<file path="src/rtl/req_prio_encoder8_pkg.sv">
// Shared constants, FSM state type and index-to-one-hot helper for the
// registered 8-to-3 priority encoder.
package req_prio_encoder8_pkg;

    localparam int N_IN   = 8;
    localparam int CODE_W = 3;

    typedef enum logic {
        IDLE    = 1'b0,
        PRESENT = 1'b1
    } state_e;

    // Index to one-hot, same truth table as the 3-to-8 decoder.
    function automatic logic [N_IN-1:0] idx2onehot(input logic [CODE_W-1:0] idx);
        logic [N_IN-1:0] oh;
        oh      = '0;
        oh[idx] = 1'b1;
        return oh;
    endfunction

endpackage

</file>
<file path="src/rtl/prio_enc8_comb.sv">
// Combinational 8-to-3 priority encoder: highest set bit wins.
module prio_enc8_comb (
    input  logic [7:0] vec,
    output logic [2:0] idx,
    output logic       nz
);

    // Scan upwards so the last (highest) set bit overrides lower ones.
    always_comb begin
        idx = '0;
        for (int i = 0; i < 8; i++) begin
            if (vec[i]) idx = 3'(i);
        end
        nz = |vec;
    end

endmodule

</file>
<file path="src/rtl/req_prio_encoder8.sv">
// Sticky request capture with a registered, handshaked priority code.
// A code stays stable until accepted; accepts clear their pending bit and
// may load the next code in the same cycle for back-to-back delivery.
module req_prio_encoder8 (
    input  logic       clk,
    input  logic       rst_n,
    input  logic       en,
    input  logic       flush,
    input  logic [7:0] req,
    output logic [2:0] code,
    output logic       code_valid,
    input  logic       code_ready,
    output logic [7:0] pending,
    output logic       any_pending
);
    import req_prio_encoder8_pkg::*;

    state_e            state_q, state_d;
    logic [CODE_W-1:0] code_q, code_d;
    logic [N_IN-1:0]   pending_q, pending_d;

    logic              accept;
    logic [N_IN-1:0]   clr;
    logic [N_IN-1:0]   rem;
    logic [CODE_W-1:0] pend_idx, rem_idx;
    logic              pend_nz, rem_nz;

    // IDLE loads look at the full pending set.
    prio_enc8_comb u_enc_pend (
        .vec (pending_q),
        .idx (pend_idx),
        .nz  (pend_nz)
    );

    // Back-to-back loads look at what is left after the accepted bit clears;
    // requests arriving this cycle are deliberately excluded.
    prio_enc8_comb u_enc_rem (
        .vec (rem),
        .idx (rem_idx),
        .nz  (rem_nz)
    );

    assign code_valid  = (state_q == PRESENT);
    assign code        = code_q;
    assign pending     = pending_q;
    assign any_pending = |pending_q;

    // Next pending set: accepted bit clears, new requests set (set wins).
    always_comb begin
        accept = code_valid & code_ready;
        clr    = accept ? idx2onehot(code_q) : '0;
        rem    = pending_q & ~clr;
        if (flush) pending_d = '0;
        else       pending_d = rem | (en ? req : '0);
    end

    // Presentation FSM; flush drops the code without touching its value.
    always_comb begin
        state_d = state_q;
        code_d  = code_q;
        if (flush) begin
            state_d = IDLE;
        end else begin
            case (state_q)
                IDLE: begin
                    if (en && pend_nz) begin
                        code_d  = pend_idx;
                        state_d = PRESENT;
                    end
                end
                PRESENT: begin
                    if (code_ready) begin
                        if (en && rem_nz) code_d = rem_idx;
                        else              state_d = IDLE;
                    end
                end
                default: state_d = IDLE;
            endcase
        end
    end

    // State, code and pending registers.
    always_ff @(posedge clk or negedge rst_n) begin
        if (!rst_n) begin
            state_q   <= IDLE;
            code_q    <= '0;
            pending_q <= '0;
        end else begin
            state_q   <= state_d;
            code_q    <= code_d;
            pending_q <= pending_d;
        end
    end

endmodule

</file>
<file path="config.mk">
export PLATFORM = sky130hd
export DESIGN_NAME = req_prio_encoder8
export DESIGN_NICKNAME = d
export VERILOG_FILES = /design/src/rtl/req_prio_encoder8_pkg.sv /design/src/rtl/prio_enc8_comb.sv /design/src/rtl/req_prio_encoder8.sv
export SDC_FILE = /design/constraint.sdc
export NUM_CORES = 1
export LEC_CHECK = 0
export ABC_CLOCK_PERIOD_IN_PS = 3400
export BUFFER_PORTS_ARGS = -buffer_cell sky130_fd_sc_hd__buf_2
export CAP_MARGIN = 20
export CELL_PAD_IN_SITES_DETAIL_PLACEMENT = 1
export CELL_PAD_IN_SITES_GLOBAL_PLACEMENT = 1
export CORE_MARGIN = 2
export CORE_UTILIZATION = 37
export CTS_BUF_LIST = sky130_fd_sc_hd__clkbuf_4
export CTS_CLUSTER_DIAMETER = 30
export CTS_CLUSTER_SIZE = 25
export DETAILED_ROUTE_END_ITERATION = 10
export GPL_TIMING_DRIVEN = 0
export PLACE_DENSITY = 0.91
export SLEW_MARGIN = 20
export SYNTH_ARGS = -nofsm -noshare
export SYNTH_HDL_FRONTEND = slang
export SYNTH_SLANG_ARGS = --single-unit
</file>
<file path="constraint.sdc">
create_clock -name clk -period 3.4 [get_ports clk]
set_input_delay 0.17 -clock clk [delete_from_list [all_inputs] [get_ports clk]]
set_output_delay 0.17 -clock clk [all_outputs]
set_load 0.01 [all_outputs]
</file>
== Word level (Yosys, flattened, before mapping) ==
Index checks and enable logic that the tools add are counted.

* Bitwise operators: 6
* $lt $le $gt $ge: 2
* Div/mod/pow operators: 0
* Reductions and logical operators: 6
* Add/subtract/negate cells: 0
* Multiply operators: 0
* Shift-type cells: 0
* Mux-type cells: 28
* Eq/ne operators: 3

{| class="wikitable"
|+ Operator list
! operator !! count
|-
| 2-to-1 mux 3 bit || 11
|-
| 2-to-1 mux 8 bit || 3
|-
| OR reduction 8 bit || 2
|-
| bitwise AND 8 bit || 1
|-
| 2-to-1 mux 2 bit || 4
|-
| inverter 8 bit || 1
|-
| bitwise OR 8 bit || 1
|-
| 2-to-1 mux 1 bit || 7
|-
| one-hot mux 3 bit (2 select lines) || 1
|-
| less-than comparator 3 x 4 -> 1 bit (second input constant) || 1
|-
| != test 2 bit (second input constant) || 2
|-
| AND reduction 4 bit || 1
|-
| demux 1 bit (select 3 bit) || 1
|-
| >= comparator 3 x 1 -> 1 bit (second input constant) || 1
|-
| logical AND 1 bit || 3
|-
| != test 2 x 1 -> 1 bit (second input constant) || 1
|-
| inverter 1 bit || 2
|-
| one-hot mux 1 bit (2 select lines) || 1
|-
| bitwise AND 1 bit || 1
|}

* Logic and storage cells: 48
* Memories: 0
* Bits in registers: 12
* Memory bits (writable): 0
* Latch bits: 0
* Memory bits (read-only): 0
* Input port bits: 13
* Output and inout bits: 13

== Depth between registers and ports, before layout ==
Gate-level depths: netlist of run 1.

* Depth after elaboration: 17
* Mapped depth: 6
* Depth with buffers taken out: 6

== Cells and area by module ==
A second synthesis of run 1 with hierarchy kept.

* Cell total of the unflattened synthesis: 91
* Area total of the unflattened synthesis: 743.2 um2

{| class="wikitable"
|+ Modules (own cells, without submodules)
! module !! area an instance (um2) !! sequential area each (um2) !! cells an instance !! instances
|-
| req_prio_encoder8 || 610.6 || 300.3 || 67 || 1
|-
| prio_enc8_comb || 66.3 || 0.0 || 12 || 2
|}

== Worst setup path before layout of run 1 ==
Ideal clock, no wire load.

* Path kind: register -> register
* Start: reg code_q[1] (netlist: code[1])
* End: reg code_q[2] (netlist: code[2])
* Data required time: 3.272 ns
* Stages on the path, launching flop included: 7
* Setup slack: 1.619 ns
* Arrival: 1.653 ns
* Library setup time: 0.128 ns
* Cell sequence: dfrtp_1 -> nand2b_1 -> o21ai_1 -> nand4_2 -> o211ai_2 -> a21oi_2 -> mux2_1

* Longest elaborated chain between the ends: 14
* Elaborated cells on any way between the ends: 19
* Those cells by class: order compare (2); eq/ne (1); mux (10); bitwise (2); reduce/logical (4)

{| class="wikitable"
|+ Ends and longest elaborated chain
! item !! line !! text
|-
| start, declared || req_prio_encoder8.sv:19 || <nowiki>logic [CODE_W-1:0] code_q, code_d;</nowiki>
|-
| start signal, assigned || req_prio_encoder8.sv:90 || <nowiki>code_q <= code_d;</nowiki>
|-
| less-than comparator 3 x 4 -> 1 bit (not written as such) / >= comparator 3 x 1 -> 1 bit (equally long branches) || req_prio_encoder8_pkg.sv:17 || <nowiki>oh[idx] = 1'b1;</nowiki>
|-
| logical AND 1 bit (not written as such) || req_prio_encoder8_pkg.sv:17 ||
|-
| 2-to-1 mux 1 bit (not written as such) || req_prio_encoder8_pkg.sv:17 ||
|-
| demux 1 bit (select 3 bit) * || req_prio_encoder8_pkg.sv:17 ||
|-
| 2-to-1 mux 8 bit * || req_prio_encoder8.sv:51 || <nowiki>clr = accept ? idx2onehot(code_q) : '0;</nowiki>
|-
| inverter 8 bit * || req_prio_encoder8.sv:52 || <nowiki>rem = pending_q & ~clr;</nowiki>
|-
| bitwise AND 8 bit * || req_prio_encoder8.sv:52 ||
|-
| 2-to-1 mux 3 bit (4 in a row) || prio_enc8_comb.sv:12 || <nowiki>if (vec[i]) idx = 3'(i);</nowiki>
|-
| 2-to-1 mux 3 bit || req_prio_encoder8.sv:73 || <nowiki>if (en && rem_nz) code_d = rem_idx;</nowiki>
|-
| 2-to-1 mux 3 bit || req_prio_encoder8.sv:72 || <nowiki>if (code_ready) begin</nowiki>
|-
| one-hot mux 3 bit (2 select lines) || req_prio_encoder8.sv:64 || <nowiki>case (state_q)</nowiki>
|}

Mark *: on every way between the ends. The rest lies on a longest branch, timed or not. The select of a mux whose other input is x is not followed.
A chain may end at the register's enable or synchronous reset.

== Final worst setup path of run 1 ==
Ends and elaborated chain as after synthesis.

==> impl_metrics.toml, run 1 <==
[critical_path]
worst_ep_arrival_time_ps = 2240
timing.rr.start = "code[1]$_DFFE_PN0P_"
setup.worst_path.class = "reg2reg"
regToRegEndpoint = "code[2]$_DFFE_PN0P_"
timing.critical_path.to_type = "register"
cp-start-kind = "register"
worst_r2r_path_depth = 6
worst_setup_path_startpoint = "code[1]$_DFFE_PN0P_"
setup.reg_to_reg.worst_slack_ps = 1310
worstSetupEndpoint = "code[2]$_DFFE_PN0P_"
path_max_fanout = 7
crit_required_ps = 3550

[routing]
detail-route-antenna-nets = 0
detailed_routing_iterations_pass_1 = 5
route.detailed.drc = 0
wirelength_um = 1980
route.vias.total = 651
avgViaCountPerCell = 5.92
drt-wirelength-per-cell_um = 18.0
detail_route.iter0.violations = 17

[cts]
cts_sinks = 12
cts-htree-levels = 1
cts_buffer_depth = 2
number_of_cts_inserted_buffers = 3
post_cts_buffers = 0
path_clk_slew_ps = 70
clock-root-buffer = "sky130_fd_sc_hd__clkbuf_4"
clkLatencyLatePin_ps = 270
clock_tree_from_tritoncts = "yes"

[synth]
yosys.area.top_type = "sky130_fd_sc_hd__dfrtp_1"
postSynth.asyncResetShare_pct = 100
synth-seq-cells = 12
yosysWarningCount = 0
synth.lib_cells_used.distinct = 23
ys_top_cells_by_count = "sky130_fd_sc_hd__nand2_1, sky130_fd_sc_hd__dfrtp_1, sky130_fd_sc_hd__a21oi_1"
synth-main-ff-cell = "sky130_fd_sc_hd__dfrtp_1"
avgSynthCellArea_um2 = 9.35
netlist.area_leader.share_pct = 48.7
yosysMostFrequentCell = "sky130_fd_sc_hd__nand2_1"
synthesis.nets = 79
synth_area_um2 = 617
synth_cells = 66
synth_sequential_area_ratio_pct = 48.7
top_cells_by_area_synth = "sky130_fd_sc_hd__dfrtp_1, sky130_fd_sc_hd__nand2_1, sky130_fd_sc_hd__a21oi_1"
synth-edff-count = 0

[die]
fp.dieW_um = 44.8
design.portCount = 26
floorplan.rows = 14
fp.dieArea_um2 = 2010
floorplan.core_area_um2 = 1540
die_span_in_y_um = 44.8
initial_core_util_pct = 40.0

[global_route]
grt-busiest-layer = "met2"
grt.total_usage_pct = 23.1
antenna_found_initial = 0
largest_net_degree_at_the_start_of_global_routing = 13
grt_first_pass_wirelength_um = 3220
grt_pass1_vias = 675
grt_met2_usage_pct = 36.2
grtUsageMet1_pct = 29.7
grt_util_met3_pct = 6.00
grt.overflow.total = 0

[placement]
port_buffers = 24
detailedPlace.worstSlack_ps = 1380
dpl_cell_area_um2 = 757
place.detailed.hpwl_um = 1420
place.gp.congestion = 0.857

[power]
power_per_cell_area_nw_per_um2 = 512
peakVddDrop_uv = 228
power_leakage_uw = 0.000393

[finish]
layout-drive-gt1-share_pct = 34.0
antennaDiodeCount = 0
final_net_count = 109
multiInputGateArea_um2 = 302
synthToLayoutAreaGrowth_pct = 28.0
register_area_um2 = 300
fillerInstances = 199
fin_area_um2 = 790

[run_status]
run_status = "completed"

[timing]
timing_worst_slew_pin_value_ps = 465
final_min_period_over_clock_period_pct = 61.4
clock-skew-final_ps = 0.762
rsz0062_at_grt = "false"
timing.final.ws_setup_ps = 1310
max_freq_mhz = 479
finalHoldViolations = 0
setup-violations-final = 0
slew-limit-headroom_pct = 69.0
max_slew_vio_count = 0
setup_tns_ps = 0
post-route-min-period_ps = 2090

[min_path]
min-delay-path-class = "in2reg"

[run]
max_cap_viol_count = 0
-- worst min-delay path by stage --
stage,end,cells after the start,start
global route,pending[1]$_DFF_PN0_,3,req[1]
floorplan,code[0]$_DFFE_PN0P_,0,rst_n
global placement,pending[5]$_DFF_PN0_,1,rst_n
finish,pending[3]$_DFF_PN0_,3,req[3]
CTS,pending[3]$_DFF_PN0_,3,req[3]
detailed placement,pending[5]$_DFF_PN0_,1,rst_n
-- registers in the layout (all words and copies together), names as in the netlist --
register and count:
pending 8, code_valid 1, code 3
-- cells by family (layout without fill, tap and decap cells) --
| logic type | after synthesis | after routing | synth area share [%] |
|---|---|---|---|
| AOI/OAI and AO/OA | 23 | 23 | 23.1 |
| buffers and inverters | 4 | 32 | 2.43 |
| DFF | 12 | 12 | 48.7 |
| muxes | 3 | 3 | 5.27 |
| and+or+nand+nor | 24 | 24 | 20.5 |
-- per-layer routing --
layer / vias up / wire length (um)
met4: 0 / 27
met3: 6 / 99
met1: 313 / 840
met2: 32 / 1020
met5: - / 0
li1: 300 / -
-- layout make-up --
type	count	area share [%]
plain buffers	2	0.951
clock buffers	3	2.85
inverters	2	0.951
multi-input cells	50	38.2
flip-flops and latches	12	38.0
well taps	16	2.54
repair buffers	25	16.5
-- where the power goes --
part	internal, uW	switching, uW	total [uW]	leakage (uW)
combinational	50.2	69.4	120	0.000226
sequential	164	35.1	199	0.000153
clock	41.0	45.1	86.1	0.0000138
total	255	150	405	0.000393
-- repair_timing --
| action | 4_1_cts | 5_1_grt |
|---|---|---|
| hold endpoints to repair | 12 | 0 |
| resized for setup | 0 | 0 |
| hold buffers | 1 | 0 |
-- metrics by stage --
step,hold slack (ps),std cells,power (uW),utilization (%)
global placement,56.4,106,306,49.1
finish,142,110,405,51.2
CTS,132,110,409,51.2
global route,136,110,435,51.2
detailed placement,62.0,106,315,49.1
floorplan,-126,66,260,-
-- critical path: stages (launching register included) --
cell	delay, ps
sky130_fd_sc_hd__dfrtp_1	470
sky130_fd_sc_hd__nand2b_1	220
sky130_fd_sc_hd__o21ai_1	380
sky130_fd_sc_hd__nand4_2	230
sky130_fd_sc_hd__o211ai_2	230
sky130_fd_sc_hd__a21oi_2	110
sky130_fd_sc_hd__mux2_1	330
-- cell usage in the layout, fill, tap and decap left out --
cell type	Yosys	final
sky130_fd_sc_hd__dlygate4sd3_1	0	1
sky130_fd_sc_hd__nand3b_1	1	1
sky130_fd_sc_hd__o31ai_2	1	1
sky130_fd_sc_hd__mux2i_1	1	1
sky130_fd_sc_hd__nor4_1	2	2
sky130_fd_sc_hd__nand3_2	1	1
sky130_fd_sc_hd__or2_1	1	1
sky130_fd_sc_hd__mux2_1	2	2
sky130_fd_sc_hd__o221ai_1	1	1
sky130_fd_sc_hd__o211ai_2	1	1
sky130_fd_sc_hd__inv_1	2	2
sky130_fd_sc_hd__nand2_1	14	14
sky130_fd_sc_hd__nand4_2	1	1
sky130_fd_sc_hd__dfrtp_1	12	12
sky130_fd_sc_hd__clkbuf_4	0	3
sky130_fd_sc_hd__a21oi_2	1	1
sky130_fd_sc_hd__o31ai_1	1	1
sky130_fd_sc_hd__a31oi_1	2	2
sky130_fd_sc_hd__o21ai_1	7	7
sky130_fd_sc_hd__nand2b_1	2	2
sky130_fd_sc_hd__buf_1	1	1
sky130_fd_sc_hd__a21oi_1	9	9
sky130_fd_sc_hd__clkbuf_1	1	1
sky130_fd_sc_hd__buf_2	0	24
sky130_fd_sc_hd__nor2b_1	1	1
sky130_fd_sc_hd__nand4_1	1	1
No activity file was read; power rests on OpenSTA's default activity.
==> inputs of run 2 (changes only) <==
Settings changed: ABC_AREA from default to 1, ABC_CLOCK_PERIOD_IN_PS 3400 to 1800, CORE_UTILIZATION 37 to 31, PLACE_DENSITY 0.91 to 0.82.
Clock period 3.4 ns to 1.8 ns, I/O delays scaled along.
==> run 2 against run 1 <==
  * Sequential power increased by 76%
  * Global-route usage down 6.4 points
  * Power up 93%
  * Sequential cell count stayed put
  * Hold slack worse by 97 ps
  * Synthesized area rose by 16%
  * Via count rose by 11%
  * Final cell count rose by 38%
  * Largest power group unchanged
==> impl_metrics.toml, run 2 <==
[run_status]
run_status = "completed"

[timing]
slew-limit-headroom_pct = 81.4
finalHoldViolations = 0
timing.final.ws_setup_ps = 169
max_freq_mhz = 613
rsz0062_at_grt = "false"
post-route-min-period_ps = 1630
final_min_period_over_clock_period_pct = 90.6
setup-violations-final = 0
max_slew_vio_count = 0
clock-skew-final_ps = 11.5
setup_tns_ps = 0
timing_worst_slew_pin_value_ps = 279

[critical_path]
path_max_fanout = 5
dominant_cell_type_by_count_on_the_critical_path = "sky130_fd_sc_hd__nand2_2"
crit_family = "simple AND/OR/NAND/NOR gates"
timing.critical_path.to_type = "register"
setup.worst_path.class = "reg2reg"
crit_required_ps = 2010
cp-start-kind = "register"
worstPathCellList = "nand2_1 -> nor2_2 -> nand2_1 -> nand2_2 -> nand2_2 -> nor2_4 -> nand2_2 -> nand3_2 -> nand2_2 -> nand2_2 -> nand2_1 -> nand2_1"
worst_ep_arrival_time_ps = 1840
worst_setup_path_startpoint = "code_valid$_DFF_PN0_"
timing.rr.start = "code_valid$_DFF_PN0_"
crit_path_top_delay_cell = "sky130_fd_sc_hd__dfrtp_1"
slowest_delay_ps = 450
crit_buf_inv = 0

[cts]
ctsHoldBuffers = 1
cts_buffer_depth = 2
cts-htree-levels = 1
post_cts_resize_count = 0
cts_sinks = 12
path_clk_slew_ps = 80
post_cts_buffers = 0
clkLatencyLatePin_ps = 280
clock_tree_from_tritoncts = "yes"
clock-root-buffer = "sky130_fd_sc_hd__clkbuf_4"
number_of_cts_inserted_buffers = 3

[die]
design.portCount = 26
initial_core_util_pct = 32.7
die_span_in_y_um = 52.1
fp.dieArea_um2 = 2710
floorplan.core_area_um2 = 2190
floorplan.rows = 17
fp.dieW_um = 52.1

[finish]
final_cell_count_no_fill = 152
antennaDiodeCount = 0
synthToLayoutAreaGrowth_pct = 26.7
layout-drive-gt1-share_pct = 37.1
mostFrequentLayoutCell = "sky130_fd_sc_hd__nand2_1"
final_net_count = 138
largest_register_ff_count = 8
layout_common_cells = "sky130_fd_sc_hd__nand2_1, sky130_fd_sc_hd__buf_2, sky130_fd_sc_hd__dfrtp_1"

[synth]
synth_cells = 95
avgSynthCellArea_um2 = 7.55
top_cells_by_area_synth = "sky130_fd_sc_hd__dfrtp_1, sky130_fd_sc_hd__nand2_1, sky130_fd_sc_hd__nand2_2"
synth_sequential_area_ratio_pct = 41.9
yosys.area.top_type = "sky130_fd_sc_hd__dfrtp_1"
ys_top_cells_by_count = "sky130_fd_sc_hd__nand2_1, sky130_fd_sc_hd__dfrtp_1, sky130_fd_sc_hd__a21oi_1"
synth_area_um2 = 717
yosysMostFrequentCell = "sky130_fd_sc_hd__nand2_1"
yosysWarningCount = 0
synthesis.nets = 108
synth-main-ff-cell = "sky130_fd_sc_hd__dfrtp_1"
postSynth.asyncResetShare_pct = 100
netlist.area_leader.share_pct = 41.9
synth-seq-cells = 12
synth-edff-count = 0
synth.lib_cells_used.distinct = 17

[global_route]
largest_net_degree_at_the_start_of_global_routing = 13
grt.overflow.total = 0
grt.total_usage_pct = 16.7
antenna_found_initial = 0
grt_first_pass_wirelength_um = 3220
grt_pass1_vias = 729

[routing]
wirelength_um = 1980
detailed_routing_iterations_pass_1 = 4
route.detailed.drc = 0
avgViaCountPerCell = 4.76
detail-route-antenna-nets = 0
detail_route.iter0.violations = 4
drt-wirelength-per-cell_um = 13.0
route.vias.total = 723

[power]
power_leakage_uw = 0.000498
totalPowerFinal_uw = 783
peakVddDrop_uv = 418
power_per_cell_area_nw_per_um2 = 862

[placement]
port_buffers = 24
dp_cells = 147
place.gp.congestion = 0.812
detailedPlace.worstSlack_ps = 176
place.detailed.hpwl_um = 1570

[run]
max_cap_viol_count = 0

[min_path]
min-delay-path-class = "in2reg"
hold_start = "req[3]"
==> run 2: logic make-up (layout without fill, tap and decap cells) <==
family | count (synthesis) | after routing | synth area share [%]
AOI/OAI and AO/OA | 14 | 14 | 12.7
and+or+nand+nor | 58 | 58 | 39.3
buffers and inverters | 11 | 40 | 6.11
DFF | 12 | 12 | 41.9
==> run 2: routing by layer <==
| metal | vias to the layer above | part of all wire [%] | track usage [%] |
|---|---|---|---|
| met4 | 0 | 2.7 | 9.21 |
| met5 | - | 0 | 0 |
| met3 | 5 | 3.8 | 1.72 |
| met1 | 338 | 42 | 19.1 |
| met2 | 21 | 51 | 30.0 |
| li1 | 359 | - | - |
==> run 2: worst paths after layout <==
path                                             end  slack [ps]  depth (start not counted)
worst max-delay path             code[2]$_DFFE_PN0P_         170                         12
worst min-delay path            pending[3]$_DFF_PN0_          40                          3
worst max register to register   code[2]$_DFFE_PN0P_         170                         12
worst min register to register   code[0]$_DFFE_PN0P_         570                          2
max in group asynchronous       pending[7]$_DFF_PN0_        1360                          2
min in group asynchronous       pending[0]$_DFF_PN0_         210                          2
==> run 2: tightest hold or removal path, stage by stage <==
cell and delay [ps]:
sky130_fd_sc_hd__buf_2 90, sky130_fd_sc_hd__nand2_1 50, sky130_fd_sc_hd__a21oi_1 60
==> run 2: power by group <==
part / internal (uW) / switching, uW
clock network: 80.5 / 96.8
registers: 304 / 46.4
logic: 95.5 / 160
==> run 2: stage by stage <==
stage	hold WS [ps]	utilization, %	instance area [um^2]
floorplan	-206	-	717
global placement	-16.2	39.8	872
global route	56.2	41.5	908
finish	44.6	41.5	908
CTS	40.8	41.5	908
detailed placement	-11.0	39.8	872
==> run 2: cell type report <==
| cell class | count | area [um^2] |
|---|---|---|
| Fill cell | 289 | 1280 |
| Multi-Input combinational cell | 72 | 373 |
| Sequential cell | 12 | 300 |
| Timing Repair Buffer | 25 | 130 |
| Tap cell | 28 | 35.0 |
| Inverter | 9 | 33.8 |
| Clock buffer | 3 | 22.5 |
| Buffer | 2 | 10.0 |
| Clock inverter | 1 | 3.75 |
==> inputs of run 3 (changes only) <==
Settings changed: ABC_CLOCK_PERIOD_IN_PS 1800 to 1400.
Clock period 1.8 ns to 1.4 ns, I/O delays scaled along.
==> run 3 against run 2 <==
  * The flow now finishes with violations (setup timing)
  * Critical path type unchanged
  * Sequential share of layout area shrank 5.8 points
  * Critical path depth unchanged
  * Power is 58% higher
  * Highest routed layer unchanged
  * Fmax up 2.9%
  * Clock power up 38%
==> impl_metrics.toml, run 3 (synthesis gave the netlist of run 2 again) <==
[run_status]
run_status = "complete, but fails checks"
failed_checks = "setup timing"

[global_route]
grt_first_pass_wirelength_um = 4190
grt.overflow.total = 0
grt.total_usage_pct = 22.0
grt_pass1_vias = 901
antenna_found_initial = 0
largest_net_degree_at_the_start_of_global_routing = 13

[critical_path]
setup.reg_to_reg.worst_slack_ps = -180
cp-start-kind = "register"
crit_path_top_delay_cell = "sky130_fd_sc_hd__dfrtp_2"
timing.critical_path.to_type = "register"
crit_required_ps = 1630
setup.worst_path.class = "reg2reg"
worst_ep_arrival_time_ps = 1810
slowest_delay_ps = 420
worstPathCellList = "nand2_2 -> nor2_4 -> nand2_2 -> nand2_4 -> nand2_4 -> nor2_4 -> nand2_2 -> nand3_2 -> nand2_4 -> nand2_4 -> nand2_2 -> nand2_1"
path_max_fanout = 4

[finish]
layout-drive-gt1-share_pct = 60.9
layout_common_cells = "sky130_fd_sc_hd__buf_2, sky130_fd_sc_hd__nand2_1, sky130_fd_sc_hd__nand2_2"
largest_register_ff_count = 8
synthToLayoutAreaGrowth_pct = 57.1
mostFrequentLayoutCell = "sky130_fd_sc_hd__buf_2"
layout.core_utilization_pct = 51.4
final_net_count = 152
antennaDiodeCount = 0

[die]
die_span_in_y_um = 52.1
design.portCount = 26
floorplan.rows = 17
fp.dieArea_um2 = 2710
initial_core_util_pct = 32.7
floorplan.core_area_um2 = 2190
fp.dieW_um = 52.1

[power]
peakVddDrop_uv = 575
power_per_cell_area_nw_per_um2 = 1100
power_leakage_uw = 0.000582

[routing]
detail_route.iter0.violations = 6
route.vias.total = 813
wirelength_um = 2830
route.detailed.drc = 0
detail-route-antenna-nets = 0
drt-wirelength-per-cell_um = 17.1
avgViaCountPerCell = 4.90
detailed_routing_iterations_pass_1 = 4

[timing]
setup-violations-final = 4
timing_worst_slew_pin_value_ps = 378
final.hold.worst_slack_ps = 22.7
final_min_period_over_clock_period_pct = 113
clock-skew-final_ps = 4.27
finalHoldViolations = 0
max_freq_mhz = 631
timing.final.ws_setup_ps = -185
rsz0062_at_grt = "true"
max_slew_vio_count = 0
slew-limit-headroom_pct = 74.7
post-route-min-period_ps = 1580

[placement]
port_buffers = 24
place.gp.congestion = 0.845
place.detailed.hpwl_um = 1520

[cts]
cts-htree-levels = 1
cts_buffer_depth = 2
number_of_cts_inserted_buffers = 3
clock-root-buffer = "sky130_fd_sc_hd__clkbuf_4"
path_clk_slew_ps = 90
clock_tree_from_tritoncts = "yes"
cts_sinks = 12
clkLatencyLatePin_ps = 290

[min_path]
min-delay-path-class = "in2reg"

[run]
max_cap_viol_count = 0
-- run 3: changes by cell type in the layout (fill, tap and decap cells not counted), moves of 2 or more --
cell / previous run / this run
sky130_fd_sc_hd__nand2_4: 0 / 7
sky130_fd_sc_hd__nand2_2: 9 / 15
sky130_fd_sc_hd__o21ai_4: 0 / 2
sky130_fd_sc_hd__inv_1: 9 / 5
sky130_fd_sc_hd__nand2_1: 31 / 18
sky130_fd_sc_hd__dfrtp_1: 12 / 7
sky130_fd_sc_hd__buf_4: 0 / 14
sky130_fd_sc_hd__dfrtp_2: 0 / 5
sky130_fd_sc_hd__inv_2: 0 / 3
-- run 3: stage by stage --
stage	power, uW	setup slack (ps)	setup TNS, ps	cells	instance area [um^2]
6_report	1240	-185	-672	166	1130
5_1_grt	1310	-265	-978	166	1130
4_1_cts	1120	-50.1	-145	163	1040
3_5_place_dp	785	-132	-460	147	873
3_3_place_gp	770	-62.1	-187	147	873
2_1_floorplan	659	20.2	0	95	718
-- run 3: path summary, 6_finish.rpt --
check	end	cells past startpoint	start
max	code[1]$_DFFE_PN0P_	12	code_valid$_DFF_PN0_
min	pending[2]$_DFF_PN0_	3	req[2]
max reg2reg	code[1]$_DFFE_PN0P_	12	code_valid$_DFF_PN0_
min reg2reg	code[1]$_DFFE_PN0P_	2	code[1]$_DFFE_PN0P_
max in group asynchronous	pending[5]$_DFF_PN0_	2	rst_n
min in group asynchronous	code[0]$_DFFE_PN0P_	2	rst_n
-- run 3: critical path: cells and delay by family (launching register included) --
family / cells / cell delay, ps
flip-flops: 1 / 420
AND/OR/NAND/NOR: 12 / 1120
-- run 3: timing repair --
action | CTS | global route
endpoints found under the hold margin | 12 | 0
hold buffers | 1 | 0
resized for setup | 15 | 20
setup endpoints to repair | 4 | 5
pin swaps | 12 | 15
buffers inserted | 11 | 3
-- run 3: power breakdown --
| part | switching, uW | internal [uW] |
|---|---|---|
| Clock | 142 | 104 |
| Sequential | 85.5 | 397 |
| Combinational | 301 | 208 |
| Total | 528 | 709 |
-- run 3: final cells by class --
| class | count | area [um^2] |
|---|---|---|
| flip-flops and latches | 12 | 307 |
| clock inverters | 1 | 3.75 |
| plain buffers | 2 | 10.0 |
| multi-input cells | 72 | 477 |
| fillers | 280 | 1060 |
| repair buffers | 39 | 235 |
| inverters | 9 | 36.3 |
| clock buffers | 3 | 22.5 |
| well taps | 28 | 35.0 |
-- run 3: metal layers --
layer | up-vias | wire length (um) | track usage [%]
met5 | - | 0 | 0
met2 | 25 | 1560 | 39.0
li1 | 385 | - | -
met4 | 0 | 95 | 16.7
met1 | 395 | 1100 | 22.4
met3 | 8 | 82 | 4.31
